File: config.mk
export PLATFORM = sky130hd
export DESIGN_NAME = uart_tx_msg_framer
export DESIGN_NICKNAME = d
export VERILOG_FILES = /design/src/rtl/pkg_msg.sv /design/src/rtl/msg_sample_fifo.sv /design/src/rtl/uart_tx_msg_framer.sv
export SDC_FILE = /design/constraint.sdc
export NUM_CORES = 1
export LEC_CHECK = 0
export CAP_MARGIN = 0
export CORE_MARGIN = 5
export CORE_UTILIZATION = 32
export CTS_CLUSTER_DIAMETER = 100
export DETAILED_ROUTE_END_ITERATION = 6
export SKIP_LAST_GASP = 1
export SLEW_MARGIN = 20
export SYNTH_ARGS = -nofsm -noshare
export SYNTH_HDL_FRONTEND = slang
export SYNTH_SLANG_ARGS = --single-unit
File: constraint.sdc
create_clock -name i_clk -period 5.73 [get_ports i_clk]
set_input_delay 1.719 -clock i_clk [delete_from_list [all_inputs] [get_ports i_clk]]
set_output_delay 1.719 -clock i_clk [all_outputs]
set_load 0.005 [all_outputs]
File: src/rtl/pkg_msg.sv
// Shared message-protocol definitions: command codes, frame header byte,
// CRC8 polynomial and helper functions, plus the response framer state type.
package pkg_msg;

    localparam logic [7:0] BYTE_HEADER      = 8'hA5;
    localparam logic [7:0] CMD_ENABLE       = 8'h01;
    localparam logic [7:0] CMD_DISABLE      = 8'h02;
    localparam logic [7:0] CMD_SINGLE_TRANS = 8'h03;
    localparam logic [7:0] CMD_BURST_TRANS  = 8'h04;
    localparam logic [7:0] POLY             = 8'h07;

    typedef enum logic [2:0] {
        ST_IDLE,
        ST_HDR,
        ST_CMD,
        ST_CNT,
        ST_WAIT_SMP,
        ST_PAYLOAD,
        ST_CRC
    } framer_state_t;

    // One full byte of CRC8, MSB first, so the framer updates in a single cycle.
    function automatic logic [7:0] crc8_byte(input logic [7:0] crc, input logic [7:0] data);
        logic [7:0] c;
        c = crc ^ data;
        for (int i = 0; i < 8; i++) begin
            c = c[7] ? ({c[6:0], 1'b0} ^ POLY) : {c[6:0], 1'b0};
        end
        return c;
    endfunction

    function automatic logic is_known_cmd(input logic [7:0] cmd);
        return (cmd == CMD_ENABLE) || (cmd == CMD_DISABLE) ||
               (cmd == CMD_SINGLE_TRANS) || (cmd == CMD_BURST_TRANS);
    endfunction

endpackage

File: src/rtl/msg_sample_fifo.sv
// Small synchronous sample FIFO with show-ahead read data and a flush.
// A push while full is only taken when a pop frees a slot in the same cycle.
module msg_sample_fifo #(
    parameter int WIDTH = 96,
    parameter int DEPTH = 4
) (
    input  logic             i_clk,
    input  logic             i_rst_n,
    input  logic             i_flush,
    input  logic             i_push,
    input  logic [WIDTH-1:0] i_data,
    input  logic             i_pop,
    output logic [WIDTH-1:0] o_data,
    output logic             o_full,
    output logic             o_empty
);
    localparam int AW = $clog2(DEPTH);
    localparam int CW = AW + 1;

    logic [WIDTH-1:0] mem [DEPTH];
    logic [AW-1:0]    wr_ptr_reg;
    logic [AW-1:0]    rd_ptr_reg;
    logic [CW-1:0]    count_reg;
    logic             push_ok;
    logic             pop_ok;

    assign o_full  = (count_reg == CW'(DEPTH));
    assign o_empty = (count_reg == '0);
    assign pop_ok  = i_pop & ~o_empty;
    assign push_ok = i_push & (~o_full | pop_ok);
    assign o_data  = mem[rd_ptr_reg];

    // Storage write; a flush discards the incoming sample as well.
    always_ff @(posedge i_clk) begin
        if (push_ok && !i_flush) begin
            mem[wr_ptr_reg] <= i_data;
        end
    end

    // Pointer and occupancy tracking; pointers wrap naturally (power-of-2 depth).
    always_ff @(posedge i_clk or negedge i_rst_n) begin
        if (!i_rst_n) begin
            wr_ptr_reg <= '0;
            rd_ptr_reg <= '0;
            count_reg  <= '0;
        end else if (i_flush) begin
            wr_ptr_reg <= '0;
            rd_ptr_reg <= '0;
            count_reg  <= '0;
        end else begin
            if (push_ok) wr_ptr_reg <= wr_ptr_reg + 1'b1;
            if (pop_ok)  rd_ptr_reg <= rd_ptr_reg + 1'b1;
            count_reg <= count_reg + CW'(push_ok) - CW'(pop_ok);
        end
    end

endmodule

File: src/rtl/uart_tx_msg_framer.sv
// Response framer: header, command, optional burst count, N-channel sample
// payload (ch0 first, LSB byte first) and a trailing CRC8, streamed one byte
// per handshake towards uart_tx.
module uart_tx_msg_framer
    import pkg_msg::*;
#(
    parameter int NUM_CH     = 2,
    parameter int DATA_W     = 48,
    parameter int FIFO_DEPTH = 4
) (
    input  logic                     i_clk,
    input  logic                     i_rst_n,
    input  logic [7:0]               i_cmd,
    input  logic                     i_cmd_valid,
    input  logic [7:0]               i_burst_cnt,
    input  logic                     i_abort,
    input  logic [NUM_CH*DATA_W-1:0] i_sample,
    input  logic                     i_sample_valid,
    output logic [7:0]               o_tx_byte,
    output logic                     o_tx_valid,
    input  logic                     i_tx_ready,
    output logic                     o_busy,
    output logic                     o_frame_done,
    output logic                     o_overflow,
    output logic                     o_cmd_drop
);
    localparam int         SMP_W    = NUM_CH * DATA_W;
    localparam int         BPS      = SMP_W / 8;
    localparam logic [7:0] LAST_IDX = 8'(BPS - 1);

    framer_state_t    state_reg;
    framer_state_t    state_next;
    logic [7:0]       cmd_reg;
    logic [7:0]       remain_reg;
    logic [7:0]       byte_idx_reg;
    logic [7:0]       crc_reg;
    logic [SMP_W-1:0] shift_reg;
    logic             overflow_reg;

    logic             fifo_full;
    logic             fifo_empty;
    logic             fifo_pop;
    logic [SMP_W-1:0] fifo_data;
    logic             tx_valid;
    logic [7:0]       tx_byte;
    logic             xfer;
    logic             cmd_accept;
    logic             last_byte;

    msg_sample_fifo #(
        .WIDTH (SMP_W),
        .DEPTH (FIFO_DEPTH)
    ) u_fifo (
        .i_clk   (i_clk),
        .i_rst_n (i_rst_n),
        .i_flush (i_abort),
        .i_push  (i_sample_valid),
        .i_data  (i_sample),
        .i_pop   (fifo_pop),
        .o_data  (fifo_data),
        .o_full  (fifo_full),
        .o_empty (fifo_empty)
    );

    assign xfer       = tx_valid & i_tx_ready;
    assign cmd_accept = (state_reg == ST_IDLE) & i_cmd_valid & is_known_cmd(i_cmd) & ~i_abort;
    assign last_byte  = (byte_idx_reg == LAST_IDX);

    // State register.
    always_ff @(posedge i_clk or negedge i_rst_n) begin
        if (!i_rst_n) state_reg <= ST_IDLE;
        else          state_reg <= state_next;
    end

    // Next-state selection; abort overrides everything.
    always_comb begin
        state_next = state_reg;
        if (i_abort) begin
            state_next = ST_IDLE;
        end else begin
            case (state_reg)
                ST_IDLE:     if (cmd_accept) state_next = ST_HDR;
                ST_HDR:      if (xfer) state_next = ST_CMD;
                ST_CMD: begin
                    if (xfer) begin
                        if (cmd_reg == CMD_BURST_TRANS)       state_next = ST_CNT;
                        else if (cmd_reg == CMD_SINGLE_TRANS) state_next = ST_WAIT_SMP;
                        else                                  state_next = ST_CRC;
                    end
                end
                ST_CNT:      if (xfer) state_next = (remain_reg == 8'd0) ? ST_CRC : ST_WAIT_SMP;
                ST_WAIT_SMP: if (!fifo_empty) state_next = ST_PAYLOAD;
                ST_PAYLOAD:  if (xfer && last_byte) state_next = (remain_reg == 8'd1) ? ST_CRC : ST_WAIT_SMP;
                ST_CRC:      if (xfer) state_next = ST_IDLE;
                default:     state_next = ST_IDLE;
            endcase
        end
    end

    // Byte presented to uart_tx and FIFO pop request, decoded from state.
    always_comb begin
        tx_valid = 1'b0;
        tx_byte  = 8'h00;
        fifo_pop = 1'b0;
        case (state_reg)
            ST_HDR:      begin tx_valid = 1'b1; tx_byte = BYTE_HEADER;     end
            ST_CMD:      begin tx_valid = 1'b1; tx_byte = cmd_reg;         end
            ST_CNT:      begin tx_valid = 1'b1; tx_byte = remain_reg;      end
            ST_PAYLOAD:  begin tx_valid = 1'b1; tx_byte = shift_reg[7:0];  end
            ST_CRC:      begin tx_valid = 1'b1; tx_byte = crc_reg;         end
            ST_WAIT_SMP: fifo_pop = ~fifo_empty & ~i_abort;
            default:     ;
        endcase
    end

    // Frame datapath: latched command/count, payload shifter, CRC and sticky overflow.
    always_ff @(posedge i_clk or negedge i_rst_n) begin
        if (!i_rst_n) begin
            cmd_reg      <= '0;
            remain_reg   <= '0;
            byte_idx_reg <= '0;
            crc_reg      <= '0;
            shift_reg    <= '0;
            overflow_reg <= 1'b0;
        end else begin
            if (cmd_accept) begin
                cmd_reg    <= i_cmd;
                remain_reg <= (i_cmd == CMD_BURST_TRANS) ? i_burst_cnt : 8'd1;
            end else if (state_reg == ST_PAYLOAD && xfer && last_byte) begin
                remain_reg <= remain_reg - 8'd1;
            end

            if (fifo_pop) begin
                shift_reg    <= fifo_data;
                byte_idx_reg <= '0;
            end else if (state_reg == ST_PAYLOAD && xfer) begin
                shift_reg    <= shift_reg >> 8;
                byte_idx_reg <= byte_idx_reg + 8'd1;
            end

            // CRC restarts whenever the framer heads back to IDLE.
            if (i_abort || (state_reg == ST_CRC && xfer)) begin
                crc_reg <= '0;
            end else if (xfer) begin
                crc_reg <= crc8_byte(crc_reg, tx_byte);
            end

            // A dropped sample outranks a same-cycle clear so it is never lost.
            if (i_sample_valid && fifo_full && !fifo_pop && !i_abort) begin
                overflow_reg <= 1'b1;
            end else if (cmd_accept) begin
                overflow_reg <= 1'b0;
            end
        end
    end

    assign o_tx_valid   = tx_valid;
    assign o_tx_byte    = tx_byte;
    assign o_busy       = (state_reg != ST_IDLE);
    assign o_frame_done = (state_reg == ST_CRC) & xfer & ~i_abort;
    assign o_overflow   = overflow_reg;
    assign o_cmd_drop   = i_cmd_valid & (state_reg != ST_IDLE) & ~i_abort;

endmodule

==> reports/qor.yml, run 1 <==
run_status:
  status: "finished, final reports clean"
layout:
  nets: 1608
  fillers: 6064
  area_delta_synth_final_pct: 19.8
  largest_reg_flops: 384
  fin_util_pct: 38.5
  layout-drive-gt1-share_pct: 14.7
pwr:
  combPwrFrac_pct: 13.0
  p_seq_share_pct: 50.9
  p_int_mw: 7.31
  leakage_nw: 8.68
  p_clk_share_pct: 36.1
  peakVddDrop_uv: 232
  fin_total_pwr_mw: 9.73
  power_density_mw_per_mm2: 386
  switching_power_mw: 2.42
  power_switching_share_pct: 24.9
yosys:
  yosysSeqAreaShare_pct: 71.3
  synth_compound_area_share_pct: 5.23
  async_flop_share_pct: 26.6
  synth_xor_area_share_pct: 1.41
  muxShareOfSynthArea_pct: 10.9
  yosys_warnings: 0
  synthAdderAreaFrac_pct: 0.630
  synth_area_mm2: 0.0210
  synthTopCellsByArea: "edfxtp_1, dfrtp_1, mux4_2"
  synth_top_flop_cell: "edfxtp_1"
  syn_nets: 1476
  synthTopCellsByCount: "edfxtp_1, nand2_1, dfrtp_1"
  synth_edf_count: 384
  yosys.area.top_type: "edfxtp_1"
  synth.top_cell.area_share_pct: 54.8
  synth_area_per_cell_um2: 15.6
  synth_most_common_cell: "edfxtp_1"
  synth_top_family_by_area: "multiplexers"
  synth-simple-area-share_pct: 8.62
  synth_cell_types: 69
  synth_seq_cells: 523
  synth_cells: 1348
min_path:
  hp-class: "flip-flop to flip-flop"
  min_from: "shift_reg[7]$_DFFE_PN0P_"
  min_to: "shift_reg[7]$_DFFE_PN0P_"
  hold_depth: 2
global_route:
  grt_util_all_layers_pct: 13.4
  grt_pass1_vias: 12257
  antenna_found_initial: 9
  grt_max_degree: 130
  grt_pass1_wl_mm: 74.1
  overflow: 0
timing:
  rsz0062_at_grt: "false"
  max_freq_ghz: 0.190
  min_period_over_period_pct: 91.8
  fin_crit_ns: 5.26
  setup_viol: 0
  slew_headroom_pct: 28.0
  final_max_slew_viol_count: 0
  final.setup.tns_ns: 0
  hold_viol: 0
  worst-slew-pin-transition_ns: 1.08
  skew_ns: 0.0231
clock_tree:
  clk_pin_slew_ns: 0.06
  cts_buffers: 56
  postCtsHoldBufs: 0
  htreeDepth: 2
  clock_sinks: 523
  cts_tree: "yes"
  post_cts_buffers: 0
  post_cts_resized: 0
  clock_latency_ns: 0.60
  cts_root_buf: "clkbuf_16"
  cts_buffer_depth: 3
placement:
  gp_congestion: 0.793
  portBuffers: 130
  hpwl_mm: 29.2
worst_setup_path:
  cp-start-kind: "primary input"
  required_ns: 4.01
  arrival_ns: 3.54
  worstPathMaxFanout: 5
  rr_worst_depth: 4
  r2r_start: "state_reg[2]$_DFFE_PN0P_"
  ff2ff_setup_slack_ns: 2.08
  end_kind: "output port"
  crit_path_start: "i_tx_ready"
  r2r_end: "u_fifo.mem[0][80]$_DFFE_PP_"
  worstSetupPathType: "primary input to output port"
die:
  dieWidth_um: 266
  core_area_mm2: 0.0655
  ioPinCount: 131
  initial_core_util_pct: 32.1
  die_area_mm2: 0.0710
  die-height_um: 266
  fp-row-count: 94
drt:
  wl_mm: 47.7
  vias: 11832
  drtAntennaViolNets: 0
  drc: 0
  drt-initial-drc-count: 934
  viasPerCell: 4.94
  wire_per_inst_um: 19.9
  firstDrtPassIters: 5
flow_run:
  drv_cap: 0
-- cell families (layout without fill, tap and decap cells) --
kind of cell / after synthesis / after routing
adder cells (fa/ha/maj): 10 / 10
AND/OR/NAND/NOR: 416 / 416
other: 0 / 5
XOR/XNOR: 29 / 29
buffers and inverters: 94 / 274
multiplexers: 108 / 108
AO/OA/AOI/OAI: 168 / 168
flip-flops: 523 / 523
-- stage by stage --
stage          worst slack (ns)  area, µm²  hold slack (ns)  std cells
2_1_floorplan             0.875      21000            0.430       1348
3_3_place_gp              0.462      23400            0.452       2286
3_5_place_dp              0.497      23400            0.466       2286
4_1_cts                   0.485      25200            0.477       2392
5_1_grt                   0.360      25200            0.509       2393
6_report                  0.467      25200            0.469       2397
-- power by group through the flow --
stage | registers (mW) | clock network, mW | logic (mW)
detailed placement | 5.02 | 0 | 1.28
global placement | 5.01 | 0 | 1.25
floorplan | 4.90 | 0 | 0.885
finish | 4.96 | 3.51 | 1.26
global route | 5.02 | 3.77 | 1.41
CTS | 4.96 | 3.61 | 1.29
-- worst max path at each step --
stage                                      end  slack, ns  cells past startpoint
CTS                               o_frame_done       0.48                      4
global route                      o_frame_done       0.36                      4
detailed placement                o_frame_done       0.50                      4
global placement                  o_frame_done       0.46                      4
floorplan           u_fifo.mem[0][0]$_DFFE_PP_       0.88                      3
finish                            o_frame_done       0.47                      4
-- cell type report --
class / count / area, µm² / share of cell area [%]
tap: 864 / 1080 / 4.29
sequential: 523 / 15000 / 59.6
clock inverter: 25 / 193 / 0.764
antenna: 5 / 12.5 / 0.0496
timing repair buffer: 152 / 1540 / 6.12
clock buffer: 81 / 1630 / 6.45
inverter: 16 / 60.1 / 0.238
multi-input combinational: 731 / 5680 / 22.5
-- worst max-delay path: stages --
cell,delay [ns]
clkdlybuf4s50_1,0.59
inv_1,0.11
nor4_1,0.50
clkdlybuf4s50_1,0.61
-- cell usage in the layout, fill, tap and decap left out, drive strengths merged, types with 6 or more instances in the layout --
| cell type | netlist | routed |
|---|---|---|
| xnor2 | 15 | 15 |
| buf | 23 | 23 |
| nand2 | 208 | 208 |
| nor2 | 113 | 113 |
| clkinv | 0 | 17 |
| mux4 | 96 | 96 |
| clkdlybuf4s50 | 0 | 129 |
| and2 | 10 | 10 |
| o21ai | 6 | 6 |
| mux2i | 7 | 7 |
| nand3 | 23 | 23 |
| nor3 | 11 | 11 |
| and3 | 7 | 7 |
| a31oi | 80 | 80 |
| edfxtp | 384 | 384 |
| xor2 | 11 | 11 |
| a21oi | 32 | 32 |
| o22ai | 6 | 6 |
| nand2b | 10 | 10 |
| inv | 16 | 21 |
| nor2b | 7 | 7 |
| clkbuf | 55 | 81 |
| a22oi | 10 | 10 |
| ha | 9 | 9 |
| dfrtp | 139 | 139 |
-- layer usage --
metal | global-route usage [%] | up-vias | share of wire (%) | wire [µm]
met5 | 0 | - | 0.13 | 64
met3 | 3.15 | 76 | 6.1 | 2900
met4 | 3.77 | 10 | 2.2 | 1050
li1 | - | 5393 | - | -
met2 | 22.2 | 275 | 49 | 23400
met1 | 17.8 | 6078 | 43 | 20300
Note: power is estimated with default switching activity, not from simulation.
==> run 2, diff against run 1 <==
--- a/config.mk
+++ b/config.mk
@@ -6,7 +6,6 @@
 export NUM_CORES = 1
 export LEC_CHECK = 0
 export CAP_MARGIN = 0
-export CORE_MARGIN = 5
 export CORE_UTILIZATION = 32
 export CTS_CLUSTER_DIAMETER = 100
 export DETAILED_ROUTE_END_ITERATION = 6
==> run 2 against run 1 <==
Sequential power barely moved. Clock-buffer cell count is 2 lower. Core utilization increased by 0.23 points. Non-clock buffer count rose by 1. Flip-flop and latch count stayed put. Clock power fell by 5%. Die area fell by 5.9%. Clock skew up 0.0062 ns. Largest cell class unchanged. Highest routed layer unchanged.
==> reports/qor.yml, run 2 (synthesis gave the netlist of run 1 again) <==
run_status:
  status: "finished, final reports clean"
layout:
  multiInputGateArea_mm2: 0.00568  # unchanged
  fillers: 6010  # -0.89%
  area_delta_synth_final_pct: 19.1
  nets: 1607  # -0.062%
  layout-drive-gt1-share_pct: 14.2  # -0.48 points
  fin_area_mm2: 0.0250  # -0.65%
  seqCellArea_mm2: 0.0150  # unchanged
  largest_reg_flops: 384  # unchanged
  layout_common_cells: "edfxtp_1, nand2_1, dfrtp_1"
  stdcell_count: 2380  # -0.71%
  layout_commonest_cell: "edfxtp_1"
timing:
  min_period_over_period_pct: 92.1  # +0.28 points
  slew_headroom_pct: 28.4  # +0.40 points
  skew_ns: 0.0293  # +0.00621 ns
  worst-slew-pin-transition_ns: 1.07  # -0.00602 ns
  final_max_slew_viol_count: 0  # unchanged
  setup_viol: 0  # unchanged
  final.setup.tns_ns: 0  # unchanged
  max_freq_ghz: 0.189  # -0.31%
  rsz0062_at_grt: "false"
  hold_viol: 0  # unchanged
  fin_ws_ns: 0.451  # -0.0163 ns
  fin_crit_ns: 5.28  # +0.0163 ns
clock_tree:
  post_cts_buffers: 0  # unchanged
  htreeDepth: 2  # unchanged
  cts_tree: "yes"
  clock_sinks: 523  # unchanged
  postCtsHoldBufs: 0  # unchanged
  post_cts_resized: 0  # unchanged
  clock_latency_ns: 0.59  # about the same
  cts_buffers: 54  # -3.6%
  cts_buffer_depth: 3  # unchanged
  clk_pin_slew_ns: 0.05  # about the same
  cts_root_buf: "clkbuf_16"
min_path:
  min_to: "shift_reg[6]$_DFFE_PN0P_"
  min_from: "shift_reg[6]$_DFFE_PN0P_"
  hold_depth: 2  # unchanged
  hp-class: "flip-flop to flip-flop"
worst_setup_path:
  end_kind: "output port"
  r2r_start: "state_reg[2]$_DFFE_PN0P_"
  cp-start-kind: "primary input"
  ff2ff_setup_slack_ns: 2.09  # about the same
  worstSetupPathType: "primary input to output port"
  arrival_ns: 3.56  # +0.02 ns
  r2r_end: "u_fifo.mem[1][70]$_DFFE_PP_"
  worstPathMaxFanout: 5  # unchanged
  required_ns: 4.01  # about the same
  rr_worst_depth: 4  # unchanged
pwr:
  leakage_nw: 8.61  # -0.81%
  power_density_mw_per_mm2: 382  # -1.1%
  peakVddDrop_uv: 265  # +14%
die:
  fp-row-count: 93  # -1.1%
  ioPinCount: 131  # unchanged
  dieWidth_um: 258  # -3.0%
  initial_core_util_pct: 32.5  # +0.40 points
  core_area_mm2: 0.0647  # -1.2%
  die-height_um: 258  # -3.0%
  die_area_mm2: 0.0668  # -5.9%
global_route:
  grt_util_all_layers_pct: 14.2  # +0.81 points
  grt_max_degree: 92  # -29%
  grt_pass1_vias: 12198  # -0.48%
  antenna_found_initial: 9  # unchanged
  overflow: 0  # unchanged
  grt_pass1_wl_mm: 72.7  # -1.9%
flow_run:
  drv_cap: 0  # unchanged
drt:
  vias: 11689  # -1.2%
  drc: 0  # unchanged
  firstDrtPassIters: 5  # unchanged
  drt-initial-drc-count: 867  # -7.2%
  drtAntennaViolNets: 0  # unchanged
  wl_mm: 46.9  # -1.6%
  wire_per_inst_um: 19.7  # -0.87%
  viasPerCell: 4.91  # -0.50%
placement:
  gp_congestion: 0.830  # +4.7%
  hpwl_mm: 29.4  # +0.57%
  dpl.cell_count: 2278  # -0.35%
  pre_cts_slack_ns: 0.512  # +0.0153 ns
  portBuffers: 130  # unchanged
  place_area_mm2: 0.0233  # -0.12%
[run 2: cell types whose count changed in the layout (fill, tap and decap cells not counted), moves of 2 or more]
| cell | delta |
|---|---|
| diode_2 | -3 |
| inv_6 | -2 |
| buf_12 | -2 |
| clkbuf_8 | -3 |
| inv_8 | -2 |
| clkbuf_1 | +4 |
| buf_4 | +3 |
| clkbuf_16 | -3 |
[run 2: cell type report]
type	instances	area share [%]
Antenna cell	2	0.0200
Clock buffer	79	6.09
Clock inverter	21	0.664
Inverter	16	0.240
Multi-Input combinational cell	731	22.7
Sequential cell	523	60.0
Tap cell	855	4.27
Timing Repair Buffer	153	6.09
[run 2: worst max-delay path by stage]
stage	startpoint	endpoint	depth (start not counted)	slack [ns]
2_1_floorplan	i_abort	u_fifo.mem[0][0]$_DFFE_PP_	3	0.88
3_3_place_gp	i_tx_ready	o_frame_done	4	0.49
3_5_place_dp	i_tx_ready	o_frame_done	4	0.51
4_1_cts	i_tx_ready	o_frame_done	4	0.50
5_1_grt	i_tx_ready	o_frame_done	4	0.42
6_report	i_tx_ready	o_frame_done	4	0.45
[run 2: where the power goes]
part / total (mW) / switching (mW) / internal, mW
clock network: 3.33 / 1.40 / 1.93
logic: 1.26 / 0.646 / 0.614
registers: 4.97 / 0.332 / 4.63
[run 2: per-layer routing]
layer / wire length, µm / up-vias / GRT usage [%]
li1: - / 5373 / -
met1: 20100 / 5977 / 18.2
met2: 23000 / 251 / 23.8
met3: 2770 / 72 / 3.79
met4: 969 / 16 / 3.80
met5: 104 / - / 0
[run 2: through the flow]
step / hold slack (ns) / util, % / power (mW)
global route: 0.490 / 38.7 / 10.0
floorplan: 0.430 / - / 5.78
finish: 0.467 / 38.7 / 9.56
detailed placement: 0.461 / 36.1 / 6.31
global placement: 0.449 / 36.1 / 6.26
CTS: 0.473 / 38.7 / 9.67
[run 2: worst max-delay path, stage by stage]
cell             delay, ns
clkdlybuf4s50_1       0.60
inv_1                 0.12
nor4_1                0.51
clkdlybuf4s50_1       0.61
==> run 3, diff against run 2 <==
--- a/config.mk
+++ b/config.mk
@@ -9,6 +9,7 @@
 export CORE_UTILIZATION = 32
 export CTS_CLUSTER_DIAMETER = 100
 export DETAILED_ROUTE_END_ITERATION = 6
+export GPL_TIMING_DRIVEN = 1
 export SKIP_LAST_GASP = 1
 export SLEW_MARGIN = 20
 export SYNTH_ARGS = -nofsm -noshare
==> results of run 3 <==
The final DEF is identical to that of run 2; final timing and power are the same.
